## src/rtl/fetch_stage.sv

```systemverilog
// Instruction fetch: PC + one-outstanding imem request, {pc,instr} FIFO to decode; accept N -> if_valid N+2; id_ready low stalls via credit.
// Optional FETCH_MISALIGN_EN: misaligned redirect halts fetch and emits one flagged NOP entry (if_misalign).
module fetch_stage #(
  parameter logic [31:0] RESET_PC   = 32'h0000_0000,
  parameter int          FIFO_DEPTH = 2
) (
  input  logic        clk,
  input  logic        rst,
  output logic        imem_req_valid,
  input  logic        imem_req_ready,
  output logic [31:0] imem_req_addr,
  input  logic        imem_rsp_valid,
  input  logic [31:0] imem_rsp_data,
  input  logic        redirect_valid,
  input  logic [31:0] redirect_pc,
  input  logic        id_ready,
  output logic        if_valid,
  output logic [31:0] if_instr,
  output logic [31:0] if_pc
`ifdef FETCH_MISALIGN_EN
  ,
  output logic        if_misalign
`endif
);

  localparam int AW = $clog2(FIFO_DEPTH);
  localparam int CW = AW + 1;

  typedef enum logic [1:0] {S_REQ = 2'd0, S_WAIT = 2'd1, S_DRAIN = 2'd2, S_HALT = 2'd3} state_t;
  typedef struct packed {
    logic [31:0] pc;
    logic [31:0] instr;
  } entry_t;

  state_t        state, state_nx;
  logic [31:0]   pc, pc_nx, req_pc;
  entry_t        fifo_mem [FIFO_DEPTH];
  logic [AW-1:0] rd_ptr, wr_ptr;
  logic [CW-1:0] count;
  logic          accept, pop, push, in_flight, credit, busy_after;
  entry_t        push_dat;
`ifdef FETCH_MISALIGN_EN
  logic          halt_drain, halt_drain_nx, halt_done, halt_done_nx, push_mis;
  logic          mis_mem [FIFO_DEPTH];
`endif

  assign accept = imem_req_valid && imem_req_ready;
  assign pop    = if_valid && id_ready && !redirect_valid;

  always_comb begin
    in_flight = (state == S_WAIT) || (state == S_DRAIN);
`ifdef FETCH_MISALIGN_EN
    if (state == S_HALT) in_flight = halt_drain;
`endif
    credit = (int'(count) + int'(in_flight)) < FIFO_DEPTH;
  end

  always_ff @(posedge clk) begin
    if (rst) state <= S_REQ;
    else     state <= state_nx;
  end

  // busy_after: a request is still owed a response after this cycle
  always_comb begin
    state_nx   = state;
    pc_nx      = pc;
    push       = 1'b0;
    push_dat   = '{pc: req_pc, instr: imem_rsp_data};
    busy_after = 1'b0;
`ifdef FETCH_MISALIGN_EN
    halt_drain_nx = halt_drain;
    halt_done_nx  = halt_done;
    push_mis      = 1'b0;
`endif
    unique case (state)
      S_REQ: begin
        if (accept) begin
          state_nx = S_WAIT;
          pc_nx    = pc + 32'd4;
        end
        busy_after = accept;
      end
      S_WAIT: begin
        if (imem_rsp_valid) begin
          push     = 1'b1;
          state_nx = S_REQ;
        end
        busy_after = !imem_rsp_valid;
      end
      S_DRAIN: begin
        if (imem_rsp_valid) state_nx = S_REQ;
        busy_after = !imem_rsp_valid;
      end
      default: begin
`ifdef FETCH_MISALIGN_EN
        busy_after = halt_drain && !imem_rsp_valid;
        if (halt_drain) begin
          if (imem_rsp_valid) halt_drain_nx = 1'b0;
        end else if (!halt_done) begin
          push         = 1'b1;
          push_dat     = '{pc: pc, instr: 32'h0000_0013};
          push_mis     = 1'b1;
          halt_done_nx = 1'b1;
        end
`else
        state_nx = S_REQ;
`endif
      end
    endcase
    // A response landing in the redirect cycle retires the old request, so DRAIN is only kept if one is still owed.
    if (redirect_valid) begin
      push     = 1'b0;
      pc_nx    = redirect_pc & 32'hFFFF_FFFC;
      state_nx = busy_after ? S_DRAIN : S_REQ;
`ifdef FETCH_MISALIGN_EN
      push_mis = 1'b0;
      if (redirect_pc[1:0] != 2'b00) begin
        pc_nx         = redirect_pc;
        state_nx      = S_HALT;
        halt_drain_nx = busy_after;
        halt_done_nx  = 1'b0;
      end
`endif
    end
  end

  always_comb begin
    imem_req_valid = !rst && (state == S_REQ) && credit;
    imem_req_addr  = pc;
    if_valid       = !rst && (count != '0);
    if_instr       = '0;
    if_pc          = '0;
    if (if_valid) begin
      if_instr = fifo_mem[rd_ptr].instr;
      if_pc    = fifo_mem[rd_ptr].pc;
    end
`ifdef FETCH_MISALIGN_EN
    if_misalign = if_valid && mis_mem[rd_ptr];
`endif
  end

  always_ff @(posedge clk) begin
    if (rst) begin
      pc     <= RESET_PC;
      req_pc <= '0;
      rd_ptr <= '0;
      wr_ptr <= '0;
      count  <= '0;
`ifdef FETCH_MISALIGN_EN
      halt_drain <= 1'b0;
      halt_done  <= 1'b0;
`endif
    end else begin
      pc <= pc_nx;
      if (accept) req_pc <= pc;
`ifdef FETCH_MISALIGN_EN
      halt_drain <= halt_drain_nx;
      halt_done  <= halt_done_nx;
`endif
      if (redirect_valid) begin
        rd_ptr <= '0;
        wr_ptr <= '0;
        count  <= '0;
      end else begin
        if (push) wr_ptr <= wr_ptr + AW'(1);
        if (pop)  rd_ptr <= rd_ptr + AW'(1);
        count <= count + CW'(push) - CW'(pop);
      end
    end
  end

  always_ff @(posedge clk) begin
    if (push) begin
      fifo_mem[wr_ptr] <= push_dat;
`ifdef FETCH_MISALIGN_EN
      mis_mem[wr_ptr]  <= push_mis;
`endif
    end
  end

endmodule
```

## config.mk

```make
export PLATFORM = sky130hd
export DESIGN_NAME = fetch_stage
export DESIGN_NICKNAME = d
export VERILOG_FILES = /design/src/rtl/fetch_stage.sv
export SDC_FILE = /design/constraint.sdc
export NUM_CORES = 1
export LEC_CHECK = 0
export BUFFER_PORTS_ARGS = -buffer_cell sky130_fd_sc_hd__buf_2
export CORE_MARGIN = 1
export CORE_UTILIZATION = 41
export DETAILED_ROUTE_END_ITERATION = 8
export SLEW_MARGIN = 10
export SYNTH_ARGS = -nofsm -noshare
export SYNTH_HDL_FRONTEND = slang
export SYNTH_SLANG_ARGS = --single-unit
```

## constraint.sdc

```tcl
create_clock -name clk -period 4.1 [get_ports clk]
set_clock_uncertainty 0.05 [all_clocks]
set_input_delay 0.205 -clock clk [delete_from_list [all_inputs] [get_ports clk]]
set_output_delay 0.205 -clock clk [all_outputs]
set_load 0.005 [all_outputs]
```

==> results.md, run 1 <==
- Final hold viol count: 0
- Total GRT Usage: a little under a fifth
- Initial antenna violation count: 0
- Startpoint Class: flop
- # nets final: 923
- Mapped Cells: approximately 660
- Rel. slew slack: 25.82%
- Hold EP: imem_req_addr[10]$_SDFFE_PP0P_
- Pwr Total: 0.004054 W
- Min-Delay Startpoint: redirect_pc[10]
- DIE WIDTH: roughly 140 um
- Final ANT Viol Nets: 0
- Post-synth EDFFs: 124
- Reg-to-reg endpoint: imem_req_addr[7]$_SDFFE_PP0P_
- Synthesis Warnings: 0
- Synth Flop Type: edfxtp_1
- Crit path DAT: slightly below 3000 ps
- Clock latency at the later pin of the worst-skew pair: 420 ps
- Clock Pin Slew Worst Setup and Hold Paths: 70 ps
- Cts bufs inserted: 17
- Area Growth Syn to Fin: 26.25%
- Via density: approximately 5.1
- DRT Wirelength: 18160 um
- H-tree Lvls: 4
- CTS Sinks: about 190
- Tmin final: 2657 ps
- Syn Std Cell Area: ~7900 um^2
- Starting density of the core: a little over two fifths
- Postcts setup bufs: 0
- Core ar.: 18770 um^2
- PwrDens: 408.6 nW/um^2
- Total negative slack: 0 ps
- Global-route wire length before repair: 28700 um
- DRC viols: 0
- Cells along the critical path: inv_1, ha_1, a21o_1, nor2_2, buf_4, nand3_1, xor2_1, a211oi_1
- DR pass1 iterations: 4
- R2r setup slk: 1440 ps
- Longest Clk Path Bufs: 2
- Post-synth ARST share: 0%
- Worst Tran Pin Value: roughly 1100 ps
- Critical Path RT: 4390 ps
- FP Rows: 50
- Vias: 5593
- Crit-path max FO: 18
- Setup Viol. Count Final: 0
- Post-synthesis sequential area ratio: between 60% and 70%
- DIE AREA: just under 20000 um^2
- Worst hold-check path type: input pin to flop
- Worst r2r path cells: 8
- Final Wtd Congestion: roughly 0.9
- Yosys reg bits: 191
- Leakage power: 3.858 nW
- PostCTS Resize Cnt: 0
- Maximum number of pins on one net before global-route repair: 63
- Distinct cells, synth: 40
- R2R Path Start: state[0]$_SDFFE_PP0P_
- RSZ-0062 raised after global routing: false
- Max-cap violations: 0
- Crit. End Element: flop
- Status: completed
- Critical Setup Path Class: flop to flop
- Layout cells sized above 1: 24.19%
- Vias in the first global route: 5541
- Slowest cell on crit path: nor2_2
- Slowest stage delay, CP: 610 ps
- Routed wire length per instance: approximately 17 um
- Area of the multi-input gates: ~2600 um^2
- Max Freq: 376.3 MHz
- Mean post-synth cell area: roughly 12 um^2
- CTS tree: done
- Slew Limit Fails: 0
- Initial DRC Count: a little over 300
- Antenna fix cells: 0
- # IOs: 168
- Port Buffers: between 150 and 200
- Hold Crit Depth: 3
- Filler cells: ~1700
- Remaining global-route overflow: 0
- Clock root buffer master: clkbuf_16
- DIE HEIGHT: 140.4 um
- Peak VDD IR: a little under 0.3 mV
- HPWL Detailed: ~12000 um
- Final Cycle Share: 64.81%
- Sequential cell area: 5069 um^2
==> metrics by stage <==
stage	util (%)	hold slack, ps	std cells	worst slack [ps]	instance area [um^2]
finish	52.87	15.78	1094	1443	9922
global placement	47.37	343.9	1021	1531	8890
detailed placement	47.37	347.6	1021	1500	8890
global route	52.87	8.611	1094	1268	9922
floorplan	-	253.9	659	301.8	7870
CTS	52.87	1.284	1094	1453	9922
==> cell usage in the layout (no fill, tap or decap), drive strengths merged, types with 5 or more instances in the layout <==
cell type	synthesis	routed
buf	13	169
edfxtp	124	124
nor2	92	92
dfxtp	67	67
nand2	66	66
mux2i	63	63
dlygate4sd3	0	41
nand3b	31	31
clkbuf	28	21
xnor2	17	17
a21oi	16	16
nand3	15	15
nor3	13	13
nand4	13	13
a211oi	13	13
xor2	12	12
inv	10	11
and3	9	9
o21ai	8	8
o22ai	7	7
or3	6	6
ha	6	6
clkinv	0	5
==> power breakdown <==
group,total (W),switching (W),internal [W]
Sequential,0.00214,0.0000508,0.00209
Combinational,0.000224,0.000113,0.000111
Clock,0.00169,0.000702,0.000991
==> cells by family after synthesis <==
| family | Yosys count | share of synthesized area [%] |
|---|---|---|
| and+or+nand+nor | 261 | 16.27 |
| DFF | 191 | 64.45 |
| muxes | 63 | 8.024 |
| AOI/OAI and AO/OA | 54 | 4.362 |
| buffers and inverters | 51 | 2.659 |
| xor gates and xnor gates | 29 | 3.232 |
| adders and majority gates | 6 | 0.9552 |
| other | 1 | 0.04772 |
==> sequential cells by signal (all words and copies together), names as in the netlist, named ones only <==
| register | count |
|---|---|
| count | 2 |
| fifo_mem | 124 |
| imem_req_addr | 30 |
| rd_ptr | 1 |
| req_pc | 30 |
| state | 2 |
| wr_ptr | 1 |
==> synthesized netlist by cell type, types with 3 or more instances <==
cell	n	area [um^2]
a21oi_1	16	80.08
clkbuf_1	28	105.1
inv_1	10	37.54
nor4_1	3	18.77
nand4_1	13	81.33
and4_1	3	26.28
nand3b_1	30	225.2
and3_1	9	56.30
mux2i_1	63	630.6
nor2_1	92	345.3
ha_1	6	75.07
nand3_1	14	70.07
or3_1	6	37.54
a211oi_1	13	97.59
o22ai_1	7	43.79
buf_4	4	30.03
o21ai_0	8	40.04
a311oi_1	4	35.03
edfxtp_1	124	3724
nand2_1	66	247.7
nor3_1	13	65.06
buf_1	7	26.28
xor2_1	12	105.1
xnor2_1	17	148.9
dfxtp_1	67	1341
o21bai_1	3	22.52
==> worst max path at each step <==
| stage | startpoint | to | slack (ps) | cells past startpoint |
|---|---|---|---|---|
| floorplan | state[1]$_SDFFE_PP0P_ | fifo_mem[0][0]$_DFFE_PP_ | 300 | 4 |
| global placement | state[0]$_SDFFE_PP0P_ | imem_req_addr[7]$_SDFFE_PP0P_ | 1530 | 8 |
| detailed placement | state[0]$_SDFFE_PP0P_ | imem_req_addr[7]$_SDFFE_PP0P_ | 1500 | 8 |
| CTS | state[0]$_SDFFE_PP0P_ | imem_req_addr[7]$_SDFFE_PP0P_ | 1450 | 8 |
| global route | state[0]$_SDFFE_PP0P_ | imem_req_addr[7]$_SDFFE_PP0P_ | 1270 | 8 |
| finish | state[0]$_SDFFE_PP0P_ | imem_req_addr[7]$_SDFFE_PP0P_ | 1440 | 8 |
==> metal layers <==
layer	global-route usage, %	wire length, um
met1	24.23	8459
met2	31.61	8676
met3	3.521	774
met4	7.114	254
met5	0	0
==> layout make-up <==
class | instances | area share (%)
clock buffers | 21 | 4.968
clock inverters | 11 | 1.299
inverters | 10 | 0.3783
repair buffers | 210 | 12.86
well taps | 234 | 2.951
flip-flops and latches | 191 | 51.08
multi-input cells | 417 | 26.46
==> critical path, delay by kind of cell (launching register included) <==
kind	cells	cell delay, ps
AO/OA/AOI/OAI	2	450
XOR/XNOR	1	160
buffers and inverters	2	430
adder cells (fa/ha/maj)	1	350
AND/OR/NAND/NOR	2	730
flip-flops	1	400
==> what timing repair did <==
action	CTS	global route
endpoints found under the hold margin	73	0
hold buffers	41	0
setup endpoints to repair	0	0
No activity file was read; power rests on OpenSTA's default activity.
==> run 2: changes to the inputs <==
==> constraint.sdc (replaced) <==
create_clock -name clk -period 2.5 [get_ports clk]
set_clock_uncertainty 0.05 [all_clocks]
set_input_delay 0.125 -clock clk [delete_from_list [all_inputs] [get_ports clk]]
set_output_delay 0.125 -clock clk [all_outputs]
set_load 0.005 [all_outputs]
==> results.md, run 2 (synthesized netlist as in run 1, its figures left out) <==
- Status: completed (unchanged)
- Non-Filler Instances: 1132 (was 1094)
- Cells along the critical path: inv_1, ha_1, a21o_1, or4_4, or3_1, a311oi_1 (was inv_1, ha_1, a21o_1, nor2_2, buf_4, nand3_1, xor2_1, a211oi_1)
- Postcts setup bufs: 0 (unchanged)
- Rel. slew slack: 66.40% (was 25.82%)
- Crit. End Element: flop (unchanged)
- Layout cells sized above 1: 25.28% (was 24.19%)
- Max Freq: 428.4 MHz (was 376.3 MHz)
- HPWL Detailed: 12240 um (was 11900 um)
- Maximum number of pins on one net before global-route repair: 63 (unchanged)
- Slowest stage delay, CP: 590 ps (was 610 ps)
- Clock Pin Slew Worst Setup and Hold Paths: 70 ps (about the same)
- Slowest cell on crit path: or4_4 (was nor2_2)
- Final hold viol count: 0 (unchanged)
- Final Cycle Share: 93.38% (was 64.81%)
- Vias: 5782 (was 5593)
- RSZ-0062 raised after global routing: false (unchanged)
- Peak VDD IR: 0.5035 mV (was 0.2964 mV)
- Tmin final: 2334 ps (was 2657 ps)
- FP Rows: 50 (unchanged)
- Initial DRC Count: 300 (was 305)
- Final Wtd Congestion: 0.8301 (was 0.8993)
- Post-Route Utilization: 54.53% (was 52.87%)
- Global-route wire length before repair: 29400 um (was 28700 um)
- Area Growth Syn to Fin: 30.22% (was 26.25%)
- Clock root buffer master: clkbuf_16 (unchanged)
- Via density: 5.108 (was 5.112)
- Combinational power share: 6.4% (was 5.5%)
- Cts bufs inserted: 17 (unchanged)
- Commonest non-fill, non-tap cell in the layout: buf_2 (unchanged)
- Antenna fix cells: 0 (unchanged)
- Cell family with most CP delay: simple AND/OR/NAND/NOR gates (unchanged)
- Longest Clk Path Bufs: 2 (unchanged)
- CTS tree: done (unchanged)
- Placed Cells: 1038 (was 1021)
- Slew Limit Fails: 0 (unchanged)
- Dpl cell area: 9055 um^2 (was 8890 um^2)
- Core ar.: 18770 um^2 (unchanged)
- Max reg flops: 124 (unchanged)
- H-tree Lvls: 4 (unchanged)
- Worst hold-check path type: input pin to flop (unchanged)
- Biggest register: fifo_mem (unchanged)
- Port Buffers: 161 (unchanged)
- Total negative slack: 0 ps (unchanged)
- DRC viols: 0 (unchanged)
- NetSw: 0.001509 W (was 0.0008662 W)
- DRT Wirelength: 18590 um (was 18160 um)
- Vias in the first global route: 5827 (was 5541)
- Commonest non-fill, non-tap cells in the layout: 161 x buf_2, 124 x edfxtp_1, 89 x nor2_1 (unchanged)
- DR pass1 iterations: 5 (was 4)
- CTS Sinks: 191 (unchanged)
- Sequential share of power: 54.0% (was 52.7%)
- Clock network power share: 39.6% (was 41.8%)
- Routed wire length per instance: 16.42 um (was 16.60 um)
- Critical Setup Path Class: flop to flop (unchanged)
- Critical Path RT: 2790 ps (was 4390 ps)
- Starting density of the core: 41.87% (unchanged)
- PwrDens: 632.8 nW/um^2 (was 408.6 nW/um^2)
- Final ANT Viol Nets: 0 (unchanged)
- DIE HEIGHT: 140.4 um (unchanged)
- Max-cap violations: 0 (unchanged)
- # nets final: 961 (was 923)
- Total GRT Usage: 19.41% (was 18.85%)
- Crit-path max FO: 7 (was 18)
- Pwr Total: 0.006476 W (was 0.004054 W)
- Crit path DAT: 2630 ps (was 2950 ps)
- DIE WIDTH: 140.4 um (unchanged)
- CP bufs+invs: 1 (was 2)
- Startpoint Class: flop (unchanged)
- Initial antenna violation count: 0 (unchanged)
- Setup Viol. Count Final: 0 (unchanged)
- Worst Tran Pin Value: 503.9 ps (was 1113 ps)
- Clock latency at the later pin of the worst-skew pair: 430 ps (was 420 ps)
- Remaining global-route overflow: 0 (unchanged)
- P_int: 0.004968 W (was 0.003188 W)
- DIE AREA: 19720 um^2 (unchanged)
- Fin area: 10230 um^2 (was 9922 um^2)
- # IOs: 168 (unchanged)
- Leakage power: 4.031 nW (was 3.858 nW)
- Sw Ratio: 23.29% (was 21.37%)
## run 2: cell types whose count changed in the layout (fill, tap and decap cells not counted), sizes merged
| cell | delta |
|---|---|
| buf | +17 |
| bufinv | -2 |
| clkbuf | -3 |
| clkinv | -2 |
| clkinvlp | -3 |
| dlygate4sd3 | +21 |
| inv | +10 |
## run 2: metal layers
metal / vias up / GRT usage [%] / part of all wire (%)
met1: 2747 / 24.22 / 46
met3: 41 / 4.239 / 4.7
li1: 2808 / - / -
met5: - / 0 / 0
met4: 0 / 8.213 / 2.5
met2: 186 / 32.55 / 47
## run 2: area by class of cell
type | instances | area, um^2
repair buffers | 248 | 1652
fillers | 1628 | 8534
flip-flops and latches | 191 | 5069
clock buffers | 18 | 439.2
inverters | 10 | 37.54
well taps | 234 | 292.8
multi-input cells | 417 | 2629
clock inverters | 14 | 115.1
## run 2: path summary, 6_finish.rpt
check	cells past startpoint	startpoint	end	slack, ps
max	6	state[0]$_SDFFE_PP0P_	imem_req_addr[18]$_SDFFE_PP0P_	170
min	4	imem_rsp_valid	state[0]$_SDFFE_PP0P_	80
max reg2reg	6	state[0]$_SDFFE_PP0P_	imem_req_addr[18]$_SDFFE_PP0P_	170
min reg2reg	0	req_pc[14]$_SDFFE_PP0P_	fifo_mem[1][46]$_DFFE_PP_	410
## run 2: metrics by stage
step	hold WS, ps	worst slack, ps
after CTS	43.01	84.54
after global routing	66.98	79.77
after global placement	263.5	156.6
after detailed placement	266.8	106.4
final	76.97	165.5
after floorplan	173.9	-287.4
## run 2: worst register-to-register path, cell delays in order (launching register included)
cell	delay, ps
dfxtp_1	400
inv_1	70
ha_1	340
a21o_1	190
or4_4	590
or3_1	360
a311oi_1	240
## run 2: timing repair
action / 4_1_cts / 5_1_grt
hold endpoints to repair: 94 / 0
resized for setup: 0 / 1
hold buffers: 62 / 0
endpoints found under the setup margin: 0 / 1
## run 2: power groups by stage
stage	clock network (W)	logic, W	registers [W]
final	0.00256	0.000414	0.00350
after global routing	0.00275	0.000452	0.00351
after CTS	0.00262	0.000411	0.00350
after global placement	0	0.000324	0.00356
after detailed placement	0	0.000334	0.00357
after floorplan	0	0.000173	0.00355
==> run 3: changes to the inputs <==
--- a/config.mk
+++ b/config.mk
@@ -6,9 +6,10 @@
 export NUM_CORES = 1
 export LEC_CHECK = 0
 export BUFFER_PORTS_ARGS = -buffer_cell sky130_fd_sc_hd__buf_2
-export CORE_MARGIN = 1
-export CORE_UTILIZATION = 41
+export CORE_MARGIN = 2
+export CORE_UTILIZATION = 54
 export DETAILED_ROUTE_END_ITERATION = 8
+export PLACE_DENSITY = 0.79
 export SLEW_MARGIN = 10
 export SYNTH_ARGS = -nofsm -noshare
 export SYNTH_HDL_FRONTEND = slang
==> results.md, run 3 (synthesized netlist as in run 1, its figures left out) <==
- Status: completed (unchanged)
- Slew Limit Fails: 0 (unchanged)
- R2r setup slk: 100 ps (was 170 ps)
- Max reg flops: 124 (unchanged)
- Startpoint Class: flop (unchanged)
- Commonest non-fill, non-tap cells in the layout: 161 x buf_2, 124 x edfxtp_1, 89 x nor2_1 (unchanged)
- Core ar.: 14370 um^2 (was 18770 um^2)
- WHS: 103.1 ps (was 76.97 ps)
- Crit. End Element: flop (unchanged)
- Port Buffers: 161 (unchanged)
- Slowest stage delay, CP: 610 ps (was 590 ps)
- Clock latency at the later pin of the worst-skew pair: 430 ps (about the same)
- Clock root buffer master: clkbuf_16 (unchanged)
- Cells along the critical path: inv_1, ha_1, a21o_1, or4_4, or3_1, a311oi_1 (unchanged)
- Worst hold-check path type: input pin to flop (unchanged)
- Final Cycle Share: 95.93% (was 93.38%)
- Vias in the first global route: 5810 (was 5827)
- RSZ-0062 raised after global routing: false (unchanged)
- Total GRT Usage: 23.10% (was 19.41%)
- Sequential share of power: 51.7% (was 54.0%)
- Area of the multi-input gates: 2630 um^2 (was 2629 um^2)
- Critical Setup Path Class: flop to flop (unchanged)
- DRC viols: 0 (unchanged)
- H-tree Lvls: 4 (unchanged)
- Peak VDD IR: 0.4888 mV (was 0.5035 mV)
- Filler cells: 999 (was 1628)
- NetSw: 0.001443 W (was 0.001509 W)
- Critical Path RT: 2780 ps (was 2790 ps)
- Cell family with most CP delay: simple AND/OR/NAND/NOR gates (unchanged)
- Max-cap violations: 0 (unchanged)
- Longest Clk Path Bufs: 2 (unchanged)
- Vias: 5886 (was 5782)
- Tmin final: 2398 ps (was 2334 ps)
- Final hold viol count: 0 (unchanged)
- Clock network power share: 42.1% (was 39.6%)
- CTS tree: done (unchanged)
- Biggest register: fifo_mem (unchanged)
- DIE AREA: 15530 um^2 (was 19720 um^2)
- Postcts setup bufs: 0 (unchanged)
- Crit-path max FO: 9 (was 7)
- Rel. slew slack: 56.27% (was 66.40%)
- Antenna fix cells: 0 (unchanged)
- Combinational power share: 6.2% (was 6.4%)
- Clock Pin Slew Worst Setup and Hold Paths: 70 ps (about the same)
- Final Wtd Congestion: 0.9159 (was 0.8301)
- P_int: 0.005332 W (was 0.004968 W)
- Starting density of the core: 54.69% (was 41.87%)
- CTS Sinks: 191 (unchanged)
- Pwr Total: 0.006775 W (was 0.006476 W)
- Crit path DAT: 2680 ps (was 2630 ps)
- Remaining global-route overflow: 0 (unchanged)
- Commonest non-fill, non-tap cell in the layout: buf_2 (unchanged)
- Sw Ratio: 21.30% (was 23.29%)
- # IOs: 168 (unchanged)
- DIE HEIGHT: 124.6 um (was 140.4 um)
- Routed wire length per instance: 16.47 um (was 16.42 um)
- Global-route wire length before repair: 28730 um (was 29400 um)
- Cts bufs inserted: 17 (unchanged)
- Max Freq: 417.0 MHz (was 428.4 MHz)
- Area Growth Syn to Fin: 30.25% (was 30.22%)
- Sequential cell area: 5069 um^2 (unchanged)
- CP bufs+invs: 1 (unchanged)
- Slowest cell on crit path: or4_4 (unchanged)
- DR pass1 iterations: 5 (unchanged)
- FP Rows: 44 (was 50)
- Setup Viol. Count Final: 0 (unchanged)
- Via density: 5.450 (was 5.108)
- DRT Wirelength: 17790 um (was 18590 um)
- Leakage power: 4.034 nW (was 4.031 nW)
- PwrDens: 661.8 nW/um^2 (was 632.8 nW/um^2)
- Final ANT Viol Nets: 0 (unchanged)
- Worst Tran Pin Value: 656.0 ps (was 503.9 ps)
- Initial antenna violation count: 0 (unchanged)
- Initial DRC Count: 543 (was 300)
- Maximum number of pins on one net before global-route repair: 64 (was 63)
- HPWL Detailed: 11500 um (was 12240 um)
- # nets final: 959 (was 961)
- DIE WIDTH: 124.6 um (was 140.4 um)
- Layout cells sized above 1: 25.00% (was 25.28%)
run 3: changes by cell type in the layout (fill, tap and decap cells not counted), moves of 2 or more:
cell | previous run | this run
buf_4 | 22 | 20
inv_6 | 9 | 5
bufinv_16 | 0 | 4
clkinv_2 | 2 | 0
clkinvlp_4 | 0 | 3
run 3: cell type report:
cell class / instances / share of cell area [%]
sequential: 191 / 49.52
clock inverter: 14 / 1.992
tap: 184 / 2.249
clock buffer: 18 / 4.193
inverter: 10 / 0.3667
timing repair buffer: 246 / 15.99
multi-input combinational: 417 / 25.69
run 3: timing repair:
item                       in CTS  in global routing
setup endpoints to repair       1                  1
hold endpoints to repair       94                  0
hold buffers                   62                  0
gates resized for setup         1                  1
run 3: power by group through the flow:
stage,sequential [W],clock (W),combinational [W]
2_1_floorplan,0.00355,0,0.000173
3_3_place_gp,0.00356,0,0.000321
3_5_place_dp,0.00357,0,0.000334
4_1_cts,0.00350,0.00290,0.000412
5_1_grt,0.00351,0.00304,0.000455
6_report,0.00350,0.00286,0.000420
run 3: per-layer routing:
layer / share of wire (%) / GRT usage [%] / wire [um] / vias to the layer above
li1: - / - / - / 2800
met1: 44 / 31.27 / 7820 / 2758
met2: 46 / 36.87 / 8247 / 291
met3: 7.8 / 5.541 / 1385 / 37
met4: 1.9 / 7.865 / 335 / 0
met5: 0 / 0 / 0 / -
run 3: path summary, 6_finish.rpt:
| check | start | cells after the start | end |
|---|---|---|---|
| worst min register to register | req_pc[6]$_SDFFE_PP0P_ | 0 | fifo_mem[0][38]$_DFFE_PP_ |
| worst max register to register | state[0]$_SDFFE_PP0P_ | 6 | imem_req_addr[18]$_SDFFE_PP0P_ |
| worst max-delay path | state[0]$_SDFFE_PP0P_ | 6 | imem_req_addr[18]$_SDFFE_PP0P_ |
| worst min-delay path | redirect_valid | 3 | flop |
run 3: worst register-to-register path: cells and delay by family (launching register included):
kind                       cells  cell delay (ps)
buffers and inverters          1               70
and+or+nand+nor                2              980
adders and majority gates      1              340
DFF                            1              410
AOI/OAI and AO/OA              2              460
run 3: through the flow:
stage / setup WS (ps) / instances / setup TNS [ps] / utilization [%] / area, um^2
floorplan: -287.4 / 659 / -35630 / - / 7875
global placement: 117.5 / 986 / 0 / 62.48 / 8977
detailed placement: 11.32 / 986 / 0 / 62.48 / 8977
CTS: 121.6 / 1080 / 0 / 71.23 / 10230
global route: 29.46 / 1080 / 0 / 71.24 / 10240
finish: 101.8 / 1080 / 0 / 71.24 / 10240
